**config.mk**
```make
export PLATFORM = sky130hd
export DESIGN_NAME = phy_rx_demux_flat
export DESIGN_NICKNAME = d
export VERILOG_FILES = /design/src/rtl/phy_pkg.sv /design/src/rtl/phy_rx_demux_if.sv /design/src/rtl/phy_rx_aligner.sv /design/src/rtl/phy_rx_demux.sv /design/src/flat_wrapper.sv
export SDC_FILE = /design/constraint.sdc
export NUM_CORES = 1
export LEC_CHECK = 0
export BUFFER_PORTS_ARGS = -buffer_cell sky130_fd_sc_hd__buf_2
export CAP_MARGIN = 40
export CORE_ASPECT_RATIO = 1.1
export CORE_MARGIN = 2
export CORE_UTILIZATION = 45
export CTS_CLUSTER_DIAMETER = 100
export DETAILED_ROUTE_END_ITERATION = 8
export PLACE_DENSITY = 0.66
export SYNTH_ARGS = -nofsm -noshare
export SYNTH_HDL_FRONTEND = slang
export SYNTH_SLANG_ARGS = --single-unit
```
**constraint.sdc**
```tcl
create_clock -name clk -period 2 [get_ports clk]
set_input_delay 0.2 -clock clk [delete_from_list [all_inputs] [get_ports clk]]
set_output_delay 0.2 -clock clk [all_outputs]
set_load 0.1 [all_outputs]
```
**src/rtl/phy_pkg.sv**
```systemverilog
// Shared constants and types for the PHY receive lane demultiplexer.
package phy_pkg;

   localparam logic [7:0] COM_SYMBOL_DEF  = 8'hBC;
   localparam int         ALIGN_COUNT_DEF = 4;
   localparam int         NUM_LANES       = 4;
   localparam int         LANE_PTR_W      = 2;

   typedef enum logic {
      ALIGN  = 1'b0,
      ACTIVE = 1'b1
   } state_t;

   // Saturating 8-bit increment used by the misalignment counter.
   function automatic logic [7:0] sat_inc8(input logic [7:0] value);
      logic [7:0] result;
      if (value == 8'hFF) begin
         result = 8'hFF;
      end else begin
         result = value + 8'd1;
      end
      return result;
   endfunction

endpackage

```
**src/rtl/phy_rx_demux_if.sv**
```systemverilog
// Byte-stream input and four-lane output bundle of phy_rx_demux.
// err_count exists only when PHY_RX_ERRCNT_EN is defined.
interface phy_rx_demux_if;

   logic [7:0] data_in;
   logic       valid_in;
   logic [7:0] data_out0;
   logic [7:0] data_out1;
   logic [7:0] data_out2;
   logic [7:0] data_out3;
   logic       valid_out0;
   logic       valid_out1;
   logic       valid_out2;
   logic       valid_out3;
   logic       aligned;
`ifdef PHY_RX_ERRCNT_EN
   logic [7:0] err_count;

   modport master (
      output data_in, valid_in,
      input  data_out0, data_out1, data_out2, data_out3,
      input  valid_out0, valid_out1, valid_out2, valid_out3,
      input  aligned, err_count
   );

   modport slave (
      input  data_in, valid_in,
      output data_out0, data_out1, data_out2, data_out3,
      output valid_out0, valid_out1, valid_out2, valid_out3,
      output aligned, err_count
   );
`else
   modport master (
      output data_in, valid_in,
      input  data_out0, data_out1, data_out2, data_out3,
      input  valid_out0, valid_out1, valid_out2, valid_out3,
      input  aligned
   );

   modport slave (
      input  data_in, valid_in,
      output data_out0, data_out1, data_out2, data_out3,
      output valid_out0, valid_out1, valid_out2, valid_out3,
      output aligned
   );
`endif

endinterface

```
**src/rtl/phy_rx_aligner.sv**
```systemverilog
// COM detection and ALIGN/ACTIVE lock FSM; produces the lock flag plus
// per-byte accept and misalignment strobes for the lane logic.
module phy_rx_aligner
   import phy_pkg::*;
#(
   parameter logic [7:0] COM_SYMBOL  = COM_SYMBOL_DEF,
   parameter int         ALIGN_COUNT = ALIGN_COUNT_DEF
) (
   input  logic                  clk,
   input  logic                  reset,
   input  logic [7:0]            data_in,
   input  logic                  valid_in,
   input  logic [LANE_PTR_W-1:0] lane_ptr,
   output logic                  aligned,
   output logic                  misalign,
   output logic                  accept
);

   state_t     state_r;
   state_t     state_s;
   logic [3:0] com_cnt_r;
   logic [3:0] com_cnt_s;
   logic [4:0] cnt_inc_s;
   logic       is_com_s;
   logic       misalign_s;
   logic       accept_s;

   assign is_com_s  = (data_in == COM_SYMBOL);
   assign cnt_inc_s = {1'b0, com_cnt_r} + 5'd1;

   // State and COM run counter registers.
   always_ff @(posedge clk or posedge reset) begin
      if (reset) begin
         state_r   <= ALIGN;
         com_cnt_r <= 4'd0;
      end else begin
         state_r   <= state_s;
         com_cnt_r <= com_cnt_s;
      end
   end

   // Next-state, COM run count and byte strobes; idle cycles change nothing.
   always_comb begin
      state_s    = state_r;
      com_cnt_s  = com_cnt_r;
      misalign_s = 1'b0;
      accept_s   = 1'b0;
      if (valid_in) begin
         case (state_r)
            ALIGN: begin
               if (is_com_s) begin
                  if (cnt_inc_s >= 5'(ALIGN_COUNT)) begin
                     state_s   = ACTIVE;
                     com_cnt_s = 4'd0;
                  end else begin
                     com_cnt_s = cnt_inc_s[3:0];
                  end
               end else begin
                  com_cnt_s = 4'd0;
               end
            end
            ACTIVE: begin
               if (is_com_s) begin
                  // A COM mid-group is itself the first COM of the relock run.
                  if (lane_ptr != 2'd0) begin
                     misalign_s = 1'b1;
                     state_s    = ALIGN;
                     com_cnt_s  = 4'd1;
                  end else begin
                     state_s = ACTIVE;
                  end
               end else begin
                  accept_s = 1'b1;
               end
            end
            default: begin
               state_s   = ALIGN;
               com_cnt_s = 4'd0;
            end
         endcase
      end else begin
         state_s = state_r;
      end
   end

   assign aligned  = (state_r == ACTIVE);
   assign misalign = misalign_s;
   assign accept   = accept_s;

endmodule

```
**src/rtl/phy_rx_demux.sv**
```systemverilog
// Receive lane demultiplexer: regroups the aligned byte stream into 4-byte
// lane groups. Optional misalignment counter enabled by PHY_RX_ERRCNT_EN.
module phy_rx_demux
   import phy_pkg::*;
#(
   parameter logic [7:0] COM_SYMBOL  = COM_SYMBOL_DEF,
   parameter int         ALIGN_COUNT = ALIGN_COUNT_DEF
) (
   input  logic           clk,
   input  logic           reset,
   phy_rx_demux_if.slave  bus
);

   logic [LANE_PTR_W-1:0] lane_ptr_r;
   logic [7:0]            group_r [0:NUM_LANES-1];
   logic [7:0]            dout_r  [0:NUM_LANES-1];
   logic                  vout_r;
   logic                  aligned_s;
   logic                  misalign_s;
   logic                  accept_s;

   phy_rx_aligner #(
      .COM_SYMBOL  (COM_SYMBOL),
      .ALIGN_COUNT (ALIGN_COUNT)
   ) u_aligner (
      .clk      (clk),
      .reset    (reset),
      .data_in  (bus.data_in),
      .valid_in (bus.valid_in),
      .lane_ptr (lane_ptr_r),
      .aligned  (aligned_s),
      .misalign (misalign_s),
      .accept   (accept_s)
   );

   // Lane pointer, partial group storage and registered lane outputs.
   always_ff @(posedge clk or posedge reset) begin
      if (reset) begin
         lane_ptr_r <= 2'd0;
         vout_r     <= 1'b0;
         for (int i = 0; i < NUM_LANES; i++) begin
            group_r[i] <= 8'h00;
            dout_r[i]  <= 8'h00;
         end
      end else begin
         vout_r <= 1'b0;
         if (misalign_s) begin
            lane_ptr_r <= 2'd0;
         end else if (accept_s) begin
            lane_ptr_r          <= lane_ptr_r + 2'd1;
            group_r[lane_ptr_r] <= bus.data_in;
            // The last lane bypasses storage so the group lands in one edge.
            if (lane_ptr_r == 2'd3) begin
               dout_r[0] <= group_r[0];
               dout_r[1] <= group_r[1];
               dout_r[2] <= group_r[2];
               dout_r[3] <= bus.data_in;
               vout_r    <= 1'b1;
            end else begin
               vout_r <= 1'b0;
            end
         end else begin
            lane_ptr_r <= lane_ptr_r;
         end
      end
   end

   assign bus.data_out0  = dout_r[0];
   assign bus.data_out1  = dout_r[1];
   assign bus.data_out2  = dout_r[2];
   assign bus.data_out3  = dout_r[3];
   assign bus.valid_out0 = vout_r;
   assign bus.valid_out1 = vout_r;
   assign bus.valid_out2 = vout_r;
   assign bus.valid_out3 = vout_r;
   assign bus.aligned    = aligned_s;

`ifdef PHY_RX_ERRCNT_EN
   logic [7:0] err_r;

   // Misalignment event counter, saturating, cleared only by reset.
   always_ff @(posedge clk or posedge reset) begin
      if (reset) begin
         err_r <= 8'h00;
      end else if (misalign_s) begin
         err_r <= sat_inc8(err_r);
      end else begin
         err_r <= err_r;
      end
   end

   assign bus.err_count = err_r;
`endif

endmodule
```
**src/flat_wrapper.sv**
```systemverilog
// flat-port wrapper written by rule: the top's interface ports become plain ports
module phy_rx_demux_flat import phy_pkg::*;
#(
   parameter logic [7:0] COM_SYMBOL  = COM_SYMBOL_DEF,
   parameter int         ALIGN_COUNT = ALIGN_COUNT_DEF
)
  (clk, reset, bus_data_in, bus_valid_in, bus_data_out0, bus_data_out1, bus_data_out2, bus_data_out3, bus_valid_out0, bus_valid_out1, bus_valid_out2, bus_valid_out3, bus_aligned);
  phy_rx_demux_if bus_i ();
  input  logic clk;
  input  logic reset;
  input wire logic [$bits(bus_i.data_in)-1:0] bus_data_in;
  input wire logic [$bits(bus_i.valid_in)-1:0] bus_valid_in;
  output wire logic [$bits(bus_i.data_out0)-1:0] bus_data_out0;
  output wire logic [$bits(bus_i.data_out1)-1:0] bus_data_out1;
  output wire logic [$bits(bus_i.data_out2)-1:0] bus_data_out2;
  output wire logic [$bits(bus_i.data_out3)-1:0] bus_data_out3;
  output wire logic [$bits(bus_i.valid_out0)-1:0] bus_valid_out0;
  output wire logic [$bits(bus_i.valid_out1)-1:0] bus_valid_out1;
  output wire logic [$bits(bus_i.valid_out2)-1:0] bus_valid_out2;
  output wire logic [$bits(bus_i.valid_out3)-1:0] bus_valid_out3;
  output wire logic [$bits(bus_i.aligned)-1:0] bus_aligned;
  assign bus_i.data_in = bus_data_in;
  assign bus_i.valid_in = bus_valid_in;
  assign bus_data_out0 = bus_i.data_out0;
  assign bus_data_out1 = bus_i.data_out1;
  assign bus_data_out2 = bus_i.data_out2;
  assign bus_data_out3 = bus_i.data_out3;
  assign bus_valid_out0 = bus_i.valid_out0;
  assign bus_valid_out1 = bus_i.valid_out1;
  assign bus_valid_out2 = bus_i.valid_out2;
  assign bus_valid_out3 = bus_i.valid_out3;
  assign bus_aligned = bus_i.aligned;
  phy_rx_demux #(.COM_SYMBOL(COM_SYMBOL), .ALIGN_COUNT(ALIGN_COUNT)) u_core (.clk(clk), .reset(reset), .bus(bus_i));
endmodule
```
* Word-level counts from Yosys, hierarchy flattened
Cells that the tools add are included.
** Storage, ports and cells
- Flip-flop bits (word level) :: 72
- Latch bits :: 0
- Bits in writable memories :: 0
- Bits in read-only memories :: 0
- Logic and storage cells :: 55
- Memories :: 0
** Operators by class
- Add/sub/neg operators :: 2
- $mul :: 0
- Div/mod/pow operators :: 0
- Order comparisons :: 3
- Equality and inequality tests :: 4
- Shift-type cells :: 0
- Multiplexer cells :: 25
- Bitwise operators :: 3
- Reductions and logical operators :: 6
** Operators by type and width (count)
- $bwmux 32 :: 1
- $demux 8 s2 :: 1
- $mux 4 :: 4
- $mux 1 :: 14
- $eq 8x8->1 const B :: 1
- $mux 8 :: 1
- $pmux 4 s2 :: 1
- $reduce_and 3->1 :: 2
- $add 4x1->5 const B :: 1
- $ge 5x3->1 const B :: 1
- $mux 2 :: 2
- $ne 2x1->1 const B :: 2
- $reduce_bool 2->1 :: 2
- $ge 3x3->1 const B :: 1
- $lt 3x1->1 const B :: 1
- $not 2->3 :: 1
- $add 2x1->2 const B :: 1
- $eq 2x2->1 const B :: 1
- $not 1->1 :: 2
- $pmux 1 s2 :: 1
- $reduce_and 2->1 :: 1
- $logic_and 1x1->1 :: 1

* Depth between registers and ports, before layout
Gate-level depths: netlist of the first run.
- Word-level depth :: 7
- Depth in mapped cells :: 5
- Mapped depth without buffers :: 5

* Hierarchy
Synthesis of the first run repeated with hierarchy kept, for this count alone.
** Second synthesis, totals
- Cell total of the unflattened synthesis :: 170
- Area, all modules :: 2745.1 sq um
** Modules (own cells, without submodules)
- phy_rx_demux :: times used 1, cells each 138, area an instance 2424.8 sq um, sequential area each 1476.4 sq um
- phy_rx_aligner :: times used 1, cells each 32, area an instance 320.3 sq um, sequential area each 125.1 sq um

* Least setup slack after synthesis of the first run
No wires, ideal clock.
- Path type :: reg2reg
- From :: register u_core.u_aligner.state_r (netlist: u_core.u_aligner.aligned)
- To :: register u_core.group_r[10] (netlist bit)
- Library setup time :: 0.125 ns
- Data arrival time :: 2.020 ns
- Required time :: 1.875 ns
- Path slack :: -0.145 ns
- Stages on the path, launching flop included :: 6
- Buffers on the path :: 1
- Clock period less this slack :: 2.145 ns
- Cell sequence :: dfrtp_1 nand2_1 a21oi_4 and2_4 buf_6 mux2_4
** Between the ends
- Cells in the longest elaborated chain, start to end :: 4
** Ends and longest elaborated chain
- start: declaration :: line phy_rx_aligner.sv:19 : state_t state_r;
- start signal: assignment :: line phy_rx_aligner.sv:37 : state_r <= state_s;
- $mux 1 :: line phy_rx_aligner.sv:49 : case (state_r)
- $mux 1 :: line phy_rx_aligner.sv:48 : if (valid_in) begin
- $not 1->1 (no source line)
- $reduce_and 2->1 (no source line) (*)
- end signal: indexed assignment :: line phy_rx_demux.sv:51 : group_r[lane_ptr_r] <= bus.data_in;
- end: declaration :: line phy_rx_demux.sv:15 : logic [7:0] group_r [0:NUM_LANES-1];
Every way passes the cells marked *; elsewhere a longest branch is shown, timed or not.
A chain may end at the register's enable or synchronous reset.

* Worst setup path in the final report of the first run
- From :: register u_core.lane_ptr_r[0]
- To :: register u_core.u_aligner.com_cnt_r[1]
** Between the ends
- Cells in the longest elaborated chain, start to end :: 3
** Ends and longest elaborated chain
- start: declaration :: line phy_rx_demux.sv:14 : logic [LANE_PTR_W-1:0] lane_ptr_r;
- start signal: assignment :: line phy_rx_demux.sv:50 : lane_ptr_r <= lane_ptr_r + 2'd1;
- start signal: assignment :: line phy_rx_demux.sv:63 : lane_ptr_r <= lane_ptr_r;
- $reduce_bool 2->1 :: line phy_rx_aligner.sv:65 : if (lane_ptr != 2'd0) begin
- $ne 2x1->1 (no source line)
- $reduce_and 3->1 (no source line)
- end signal: assignment :: line phy_rx_aligner.sv:38 : com_cnt_r <= com_cnt_s;
- end: declaration :: line phy_rx_aligner.sv:21 : logic [3:0] com_cnt_r;
Every way passes these cells.

==> results.txt, run 1 <==
Remaining Overflow, GRT - 0
Die W - 78.35 um
Final Max Slew Viols - 0
yosys warns - 0
Synth Register Bits - 64
Critical Path, Cell by Cell - inv_1 -> ha_1 -> nand4b_1 -> and3_1 -> a41o_1
Arr. time, crit path - 1780 ps
worst path required time - 2220 ps
Worst-Skew Late Latency - 330 ps
total wire length - 4601 um
RSZ-0062 raised after global routing - false
Top Family by Delay on Critical Path - simple AND/OR/NAND/NOR gates
GP Congestion - 0.8008
initial antenna violation count - 0
die height - 85.79 um
syn nets - 187
die area - 6721 sq um
Setup Viol. Count Final - 0
cell area after synthesis - 2736 sq um
largest net degree at the start of global routing - 47
CP bufs+invs - 1
Worst Path Max Fanout - 4
Post-DP HPWL - 3121 um
Vias - 1538
cell area after layout - 3277 sq um
crit path max-delay cell type - dfrtp_1
HP Class - input port to flop
FMAX - 0.6415 GHz
DRC Markers - 0
Worst Skew - 6.393 ps
clk sinks - 64
Setup Fix Bufs, Post-CTS - 0
number of global-route vias before repair - 1535
row count - 29
register area share after synthesis - 0.5853
DRT Pass-1 Iters - 4
Synth Instances - 170
syn avg cell area - 16.10 sq um
Total GRT Usage - 0.1519
EDFF count, synth - 0
static leakage - 1.800 nW
CP startpoint kind - flop
fin crit period - 1559 ps
final hold violation count - 0
core region area - 5806 sq um
nets - 240
critical path's largest stage delay - 410 ps
Root Buffer - clkbuf_8
CP Class - flop to flop
PortBufs - 47
antenna-violating nets left - 0
I/O pins - 48
status - completed
share of cells above drive strength 1 - 0.5921
Synth async-reset ratio - 1.000
Distinct cells, synth - 25
total CTS buffers - 9
Worst Max-Slew Pin Slew - 489.7 ps
Longest Clk Path Bufs - 2
H-tree level count - 3
Pwr Density - 814.8 nW/um^2
Most used DFF post-synth - dfrtp_1
final worst path period share - 0.7794
maxcap violations - 0
initial drt markers - 53
area grow syn2layout - 19.75%
TritonCTS clock tree - yes
clk slew on worst S/H paths - 70 ps
WL per Instance - 15.09 um
worst vdd ir - 0.5760 mV
drt via density - 5.043
Crit. End Element - flop
cell area after placement - 3027 sq um
setup TNS - 0 ps
first-pass GRT wire length - 7700 um
Ant. Diodes - 0
Starting Density - 0.4713
Slew HR - 0.6758
-- kinds of logic after synthesis --
group                    synth area share
multiplexers                       0.2675
AND/OR/NAND/NOR                   0.05030
adder cells (fa/ha/maj)           0.02743
AO/OA/AOI/OAI                     0.02972
buffers and inverters             0.03978
flip-flops                         0.5853
-- final timing paths --
check | start | end | slack (ps) | cells past startpoint
setup / recovery | u_core.lane_ptr_r[0] | u_core.u_aligner.com_cnt_r[1] | 440 | 5
hold / removal | bus_valid_in | u_core.u_aligner.aligned | 160 | 3
setup reg to reg | u_core.lane_ptr_r[0] | u_core.u_aligner.com_cnt_r[1] | 440 | 5
hold reg to reg | u_core.bus.data_out2[4] | u_core.bus.data_out2[4] | 500 | 1
max in group asynchronous | reset | u_core.group_r[26] | 1020 | 4
min in group asynchronous | reset | u_core.bus.data_out1[7] | 410 | 3
-- sequential cells by signal (all words and copies together) (netlist names) --
name and flops:
u_core.bus.data_out0 8, u_core.group_r 24, u_core.bus.data_out1 8, u_core.bus.data_out3 8, u_core.u_aligner.aligned 1, u_core.bus.valid_out0 1
u_core.u_aligner.com_cnt_r 4, u_core.bus.data_out2 8, u_core.lane_ptr_r 2
-- routing by layer --
metal	wire [um]	up-vias	global-route usage
met5	0	-	0
met4	55	0	0.08134
met3	229	6	0.03789
met2	2171	40	0.2296
met1	2144	793	0.2028
li1	-	699	-
-- cell type report --
class | instances | area [sq um]
clock buffer | 12 | 165.2
inverter | 5 | 18.77
sequential | 64 | 1603
timing repair buffer | 51 | 292.8
clock inverter | 4 | 75.07
multi-input combinational | 92 | 1026
tap | 77 | 96.34
fill | 504 | 2529
-- report_power, final --
group / internal (mW) / total, mW / switching [mW]
Combinational: 0.0253 / 0.0732 / 0.0478
Clock: 0.804 / 1.29 / 0.490
Sequential: 1.30 / 1.30 / 0.00400
-- layout by cell type, fill, tap and decap left out, drive strengths merged --
cell,n
mux2,57
dlygate4sd3,1
ha,6
o21ai,2
a211oi,1
o31ai,1
a21oi,2
clkbuf,12
a41o,1
a22o,1
nand2,7
a21o,2
dfrtp,64
and4,1
and2,4
nor4b,1
and3,3
bufinv,2
nand4b,1
nand2b,1
clkinvlp,2
inv,5
or2,1
buf,50
-- Yosys cell counts, types with 2 or more instances --
library cell  count  area share
a21o_1            2      0.0055
and2_4            3      0.0096
and3_1            3      0.0069
buf_4             3      0.0082
buf_6             6       0.025
dfrtp_1          64        0.59
ha_1              6       0.027
inv_1             5      0.0069
mux2_2           33        0.14
mux2_4           24        0.13
nand2_1           6      0.0082
o21ai_0           2      0.0037
-- worst register-to-register path: stages (launching register included) --
cell and delay, ps:
dfrtp_1 410, inv_1 90, ha_1 250, nand4b_1 280, and3_1 230, a41o_1 190
-- repair_timing --
action                                 4_1_cts  5_1_grt
gates resized for setup                      0        0
endpoints found under the hold margin       18        0
hold buffers                                 1        0
-- through the flow --
| step | setup WS, ps | power [mW] | utilization | instances | hold slack (ps) |
|---|---|---|---|---|---|
| detailed placement | 360.5 | 1.403 | 0.5213 | 288 | 226.5 |
| floorplan | 60.04 | 1.363 | - | 170 | 347.3 |
| global placement | 397.5 | 1.404 | 0.5213 | 288 | 224.4 |
| global route | 335.5 | 2.774 | 0.5644 | 305 | 164.1 |
| finish | 441.2 | 2.670 | 0.5644 | 305 | 160.8 |
| CTS | 452.0 | 2.704 | 0.5644 | 305 | 141.7 |
Note: power is estimated with default switching activity, not from simulation.
==> run 2, diff against run 1 <==
Clock period 2 ns to 1.55 ns, I/O delays scaled along.
==> results.txt, run 2 (synthesis results as in run 1) <==
total CTS buffers - 9 (unchanged)
WL per Instance - 15.76 um (+4.5%)
PortBufs - 47 (unchanged)
Worst Path Max Fanout - 2 (-2)
status - completed
Starting Density - 0.4713 (unchanged)
most frequent cells in the layout - dfrtp_1 (63), buf_2 (47), mux2_2 (33)
largest register by flop count - u_core.group_r
commonest non-fill, non-tap cell in the layout - dfrtp_1
FMAX - 0.6730 GHz (+4.9%)
CP Launch Point - u_core.u_aligner.com_cnt_r[0]
Slew HR - 0.6714 (-0.004382)
clk slew on worst S/H paths - 70 ps (about the same)
Total GRT Usage - 0.1653 (+0.01343)
H-tree level count - 3 (unchanged)
Cells on Worst Hold Path - 2 (-1)
Arr. time, crit path - 1730 ps (-50 ps)
Die W - 78.35 um (unchanged)
static leakage - 1.832 nW (+1.8%)
Worst Max-Slew Pin Slew - 496.3 ps (+6.618 ps)
Root Buffer - clkbuf_8
maxcap violations - 0 (unchanged)
Worst R2R Path Depth - 5 (unchanged)
final std cells w/o fill - 312 (+2.3%)
crit path max-delay cell type - dfrtp_1
Worst-Skew Late Latency - 330 ps (about the same)
HP Class - input port to flop
number of global-route vias before repair - 1640 (+6.8%)
drt via density - 4.913 (-2.6%)
Vias - 1533 (-0.33%)
final worst path period share - 0.9587 (+0.1792)
Longest Clk Path Bufs - 2 (unchanged)
die area - 6721 sq um (unchanged)
RSZ-0062 raised after global routing - false
clk sinks - 64 (unchanged)
Top Family by Delay on Critical Path - compound AO/OA/AOI/OAI gates
Remaining Overflow, GRT - 0 (unchanged)
final hold violation count - 0 (unchanged)
antenna-violating nets left - 0 (unchanged)
setup TNS - 0 ps (unchanged)
worst path required time - 1790 ps (-430 ps)
CP Class - flop to flop
row count - 29 (unchanged)
nets - 250 (+4.2%)
Ant. Diodes - 0 (unchanged)
total wire length - 4917 um (+6.9%)
CP startpoint kind - flop
Worst Skew - 5.980 ps (-0.4128 ps)
TritonCTS clock tree - yes
Setup Viol. Count Final - 0 (unchanged)
die height - 85.79 um (unchanged)
fin crit period - 1486 ps (-72.91 ps)
Pwr Density - 907.9 nW/um^2 (+11%)
area grow syn2layout - 20.71%
largest net degree at the start of global routing - 65 (+38%)
critical path's largest stage delay - 390 ps (-20 ps)
R2R setup slack - 60 ps (-380 ps)
FF-to-FF Start - u_core.u_aligner.com_cnt_r[0]
GP Congestion - 0.8453 (+5.6%)
initial drt markers - 94 (+77%)
Hold Crit Start - bus_data_in[7]
I/O pins - 48 (unchanged)
share of cells above drive strength 1 - 0.6085 (+0.01641)
core region area - 5806 sq um (unchanged)
first-pass GRT wire length - 8349 um (+8.4%)
DRC Markers - 0 (unchanged)
Crit. End Element - flop
Placed Cells incl. Taps - 296 (+2.8%)
Hold EP - u_core.group_r[23]
max FFs per register - 24 (unchanged)
Final Max Slew Viols - 0 (unchanged)
reg2reg end - u_core.u_aligner.com_cnt_r[0]
CP bufs+invs - 0 (-1)
worst vdd ir - 0.5070 mV (-12%)
Critical Path, Cell by Cell - ha_1 -> or2_2 -> a211oi_2 -> o21ai_0 -> o21ai_1
DRT Pass-1 Iters - 4 (unchanged)
initial antenna violation count - 0 (unchanged)
Post-DP HPWL - 3369 um (+8.0%)
[run 2: cell count changes in the layout (fill, tap and decap cells not counted), sizes merged]
cell,previous run,this run
inv,5,4
bufinv,2,0
buf,50,60
clkinvlp,2,1
clkinv,0,1
[run 2: repair_timing]
item	4_1_cts	5_1_grt
resized for setup	1	1
endpoints found under the hold margin	64	0
hold buffers	1	0
setup endpoints to repair	1	2
setup buffers	0	2
[run 2: power breakdown]
group	internal (mW)	total [mW]	switching [mW]	leakage (nW)
clock network	0.639	1.21	0.567	0.0842
logic	0.0435	0.111	0.0670	0.856
registers	1.68	1.68	0.00485	0.892
total	2.36	3.00	0.638	1.83
[run 2: final cells by class]
type,count,area [sq um]
fill,492,2502
sequential,64,1605
multi-input combinational,92,1039
timing repair buffer,61,380.4
clock buffer,12,155.1
tap,77,96.34
inverter,5,22.52
clock inverter,1,5.005
[run 2: how the worst max path moves through the flow]
stage	endpoint	cells after the start
floorplan	u_core.group_r[10]	5
global placement	u_core.bus.data_out3[2]	6
detailed placement	u_core.bus.data_out2[7]	6
CTS	u_core.u_aligner.com_cnt_r[0]	5
global route	u_core.u_aligner.com_cnt_r[0]	5
finish	u_core.u_aligner.com_cnt_r[0]	5
[run 2: metrics by stage]
| step | hold WS (ps) | total power [mW] | instance area [sq um] | utilization | setup slack [ps] |
|---|---|---|---|---|---|
| 2_1_floorplan | 286.3 | 1.760 | 2763 | - | -41.00 |
| 3_3_place_gp | 273.0 | 1.823 | 3113 | 0.5362 | 44.84 |
| 4_1_cts | 124.5 | 3.034 | 3283 | 0.5655 | 11.57 |
| 6_report | 142.5 | 2.999 | 3303 | 0.5690 | 64.08 |
| 5_1_grt | 135.9 | 3.129 | 3303 | 0.5690 | 15.92 |
| 3_5_place_dp | 272.5 | 1.823 | 3113 | 0.5362 | 6.143 |
[run 2: routing by layer]
metal | global-route usage | routed length, um | vias up
met5 | 0 | 0 | -
met4 | 0.05263 | 62 | 0
met3 | 0.05263 | 225 | 6
met2 | 0.2571 | 2298 | 33
met1 | 0.2226 | 2330 | 778
li1 | - | - | 716
==> run 3, diff against run 2 <==
Settings changed: CAP_MARGIN 40 to 20, CTS_BUF_LIST set to sky130_fd_sc_hd__clkbuf_4 sky130_fd_sc_hd__clkbuf_8.
==> results.txt, run 3 (synthesis results as in run 1) <==
status - completed
initial drt markers - 90 (-4.3%)
Ant. Diodes - 0 (unchanged)
Worst Max-Slew Pin Slew - 496.4 ps (+0.06735 ps)
critical path's largest stage delay - 390 ps (about the same)
Critical Path, Cell by Cell - ha_1 -> or2_2 -> a211oi_2 -> o21ai_0 -> o21ai_1
Worst-Skew Late Latency - 330 ps (about the same)
GP Congestion - 0.8453 (unchanged)
H-tree level count - 3 (unchanged)
worst vdd ir - 0.5070 mV (about the same)
largest register by flop count - u_core.group_r
first-pass GRT wire length - 8335 um (-0.17%)
die area - 6721 sq um (unchanged)
Worst Skew - 5.983 ps (+0.002630 ps)
die height - 85.79 um (unchanged)
max FFs per register - 24 (unchanged)
final worst path period share - 0.9587 (about the same)
DRT Pass-1 Iters - 4 (unchanged)
Post-DP HPWL - 3369 um (unchanged)
clk sinks - 64 (unchanged)
Vias - 1531 (-0.13%)
RSZ-0062 raised after global routing - false
clk slew on worst S/H paths - 60 ps (about the same)
area grow syn2layout - 20.85%
Pwr Density - 912.0 nW/um^2 (+0.46%)
Tot Pwr - 3.016 mW (+0.57%)
Final WS setup - 64.08 ps (+0.0001000 ps)
total CTS buffers - 9 (unchanged)
Root Buffer - clkbuf_8
Slew HR - 0.6714 (about the same)
FMAX - 0.6730 GHz (unchanged)
CP Class - flop to flop
drt via density - 4.907 (-0.13%)
fillers - 493 (+0.20%)
worst path required time - 1790 ps (about the same)
Longest Clk Path Bufs - 2 (unchanged)
TritonCTS clock tree - yes
Total GRT Usage - 0.1651 (-0.0002264)
final hold violation count - 0 (unchanged)
Crit. End Element - flop
initial antenna violation count - 0 (unchanged)
static leakage - 1.835 nW (+0.19%)
number of global-route vias before repair - 1637 (-0.18%)
core region area - 5806 sq um (unchanged)
Worst Path Max Fanout - 2 (unchanged)
share of cells above drive strength 1 - 0.6128 (+0.004255)
met3 wire length - 225 um (unchanged)
antenna-violating nets left - 0 (unchanged)
CP bufs+invs - 0 (unchanged)
largest net degree at the start of global routing - 65 (unchanged)
Starting Density - 0.4713 (unchanged)
row count - 29 (unchanged)
PortBufs - 47 (unchanged)
crit path max-delay cell type - dfrtp_1
Final Max Slew Viols - 0 (unchanged)
Final Util - 0.5696 (+0.0006460)
CP startpoint kind - flop
Die W - 78.35 um (unchanged)
Top Family by Delay on Critical Path - compound AO/OA/AOI/OAI gates
fin crit period - 1486 ps (-0.0001000 ps)
Setup Viol. Count Final - 0 (unchanged)
DRC Markers - 0 (unchanged)
Arr. time, crit path - 1730 ps (about the same)
metal2 WL - 2298 um (unchanged)
WL per Instance - 15.72 um (-0.24%)
HP Class - input port to flop
total wire length - 4905 um (-0.24%)
M1 WL - 2319 um (-0.47%)
DR top layer - met4
hold slack - 142.4 ps (-0.1110 ps)
R2R setup slack - 60 ps (about the same)
maxcap violations - 0 (unchanged)
Remaining Overflow, GRT - 0 (unchanged)
commonest non-fill, non-tap cell in the layout - dfrtp_1
pre-CTS WS - 6.143 ps (unchanged)
I/O pins - 48 (unchanged)
most frequent cells in the layout - dfrtp_1 (63), buf_2 (47), mux2_2 (33)
nets - 250 (unchanged)
==> run 3: cell counts in the layout (fill, tap and decap cells not counted) <==
No cell type changed its count.
==> run 3: cell type report <==
class | count | area [sq um] | area share
clock buffer | 12 | 158.9 | 0.04805
multi-input combinational | 92 | 1039 | 0.3140
clock inverter | 1 | 5.005 | 0.001513
sequential | 64 | 1605 | 0.4854
inverter | 5 | 22.52 | 0.006810
timing repair buffer | 61 | 380.4 | 0.1150
tap | 77 | 96.34 | 0.02913
==> run 3: what timing repair did <==
action | 4_1_cts | 5_1_grt
endpoints found under the setup margin | 1 | 2
buffers inserted | 0 | 2
hold buffers | 1 | 0
resized for setup | 1 | 1
hold endpoints to repair | 64 | 0
==> run 3: path summary, 6_finish.rpt <==
check	startpoint	to	cells after the start
setup reg to reg	u_core.u_aligner.com_cnt_r[0]	u_core.u_aligner.com_cnt_r[0]	5
hold reg to reg	u_core.bus.data_out1[1]	u_core.bus.data_out1[1]	1
min in group asynchronous	reset	u_core.bus.valid_out0	4
setup / recovery	u_core.u_aligner.com_cnt_r[0]	u_core.u_aligner.com_cnt_r[0]	5
hold / removal	bus_data_in[5]	u_core.group_r[13]	2
max in group asynchronous	reset	u_core.lane_ptr_r[0]	4
==> run 3: power by group <==
group          total (mW)  internal (mW)  switching, mW  leakage, nW
combinational       0.111         0.0435         0.0670        0.856
clock                1.22          0.657          0.566       0.0876
sequential           1.68           1.68        0.00486        0.892
total                3.02           2.38          0.638         1.84
==> run 3: metrics by stage <==
step | cell area [sq um] | TNS, ps | cells
final | 3307 | 0 | 312
after global routing | 3307 | 0 | 312
after detailed placement | 3113 | 0 | 296
after global placement | 3113 | 0 | 296
after floorplan | 2763 | -993.6 | 170
after CTS | 3287 | 0 | 310
==> run 3: worst register-to-register path, stage by stage (launching register included) <==
cell and delay (ps):
dfrtp_1 390, ha_1 210, or2_2 300, a211oi_2 230, o21ai_0 110, o21ai_1 160
==> run 3: metal layers <==
| layer | vias up | global-route usage |
|---|---|---|
| met3 | 6 | 0.05263 |
| met1 | 777 | 0.2219 |
| li1 | 715 | - |
| met2 | 33 | 0.2571 |
| met5 | - | 0 |
| met4 | 0 | 0.05263 |
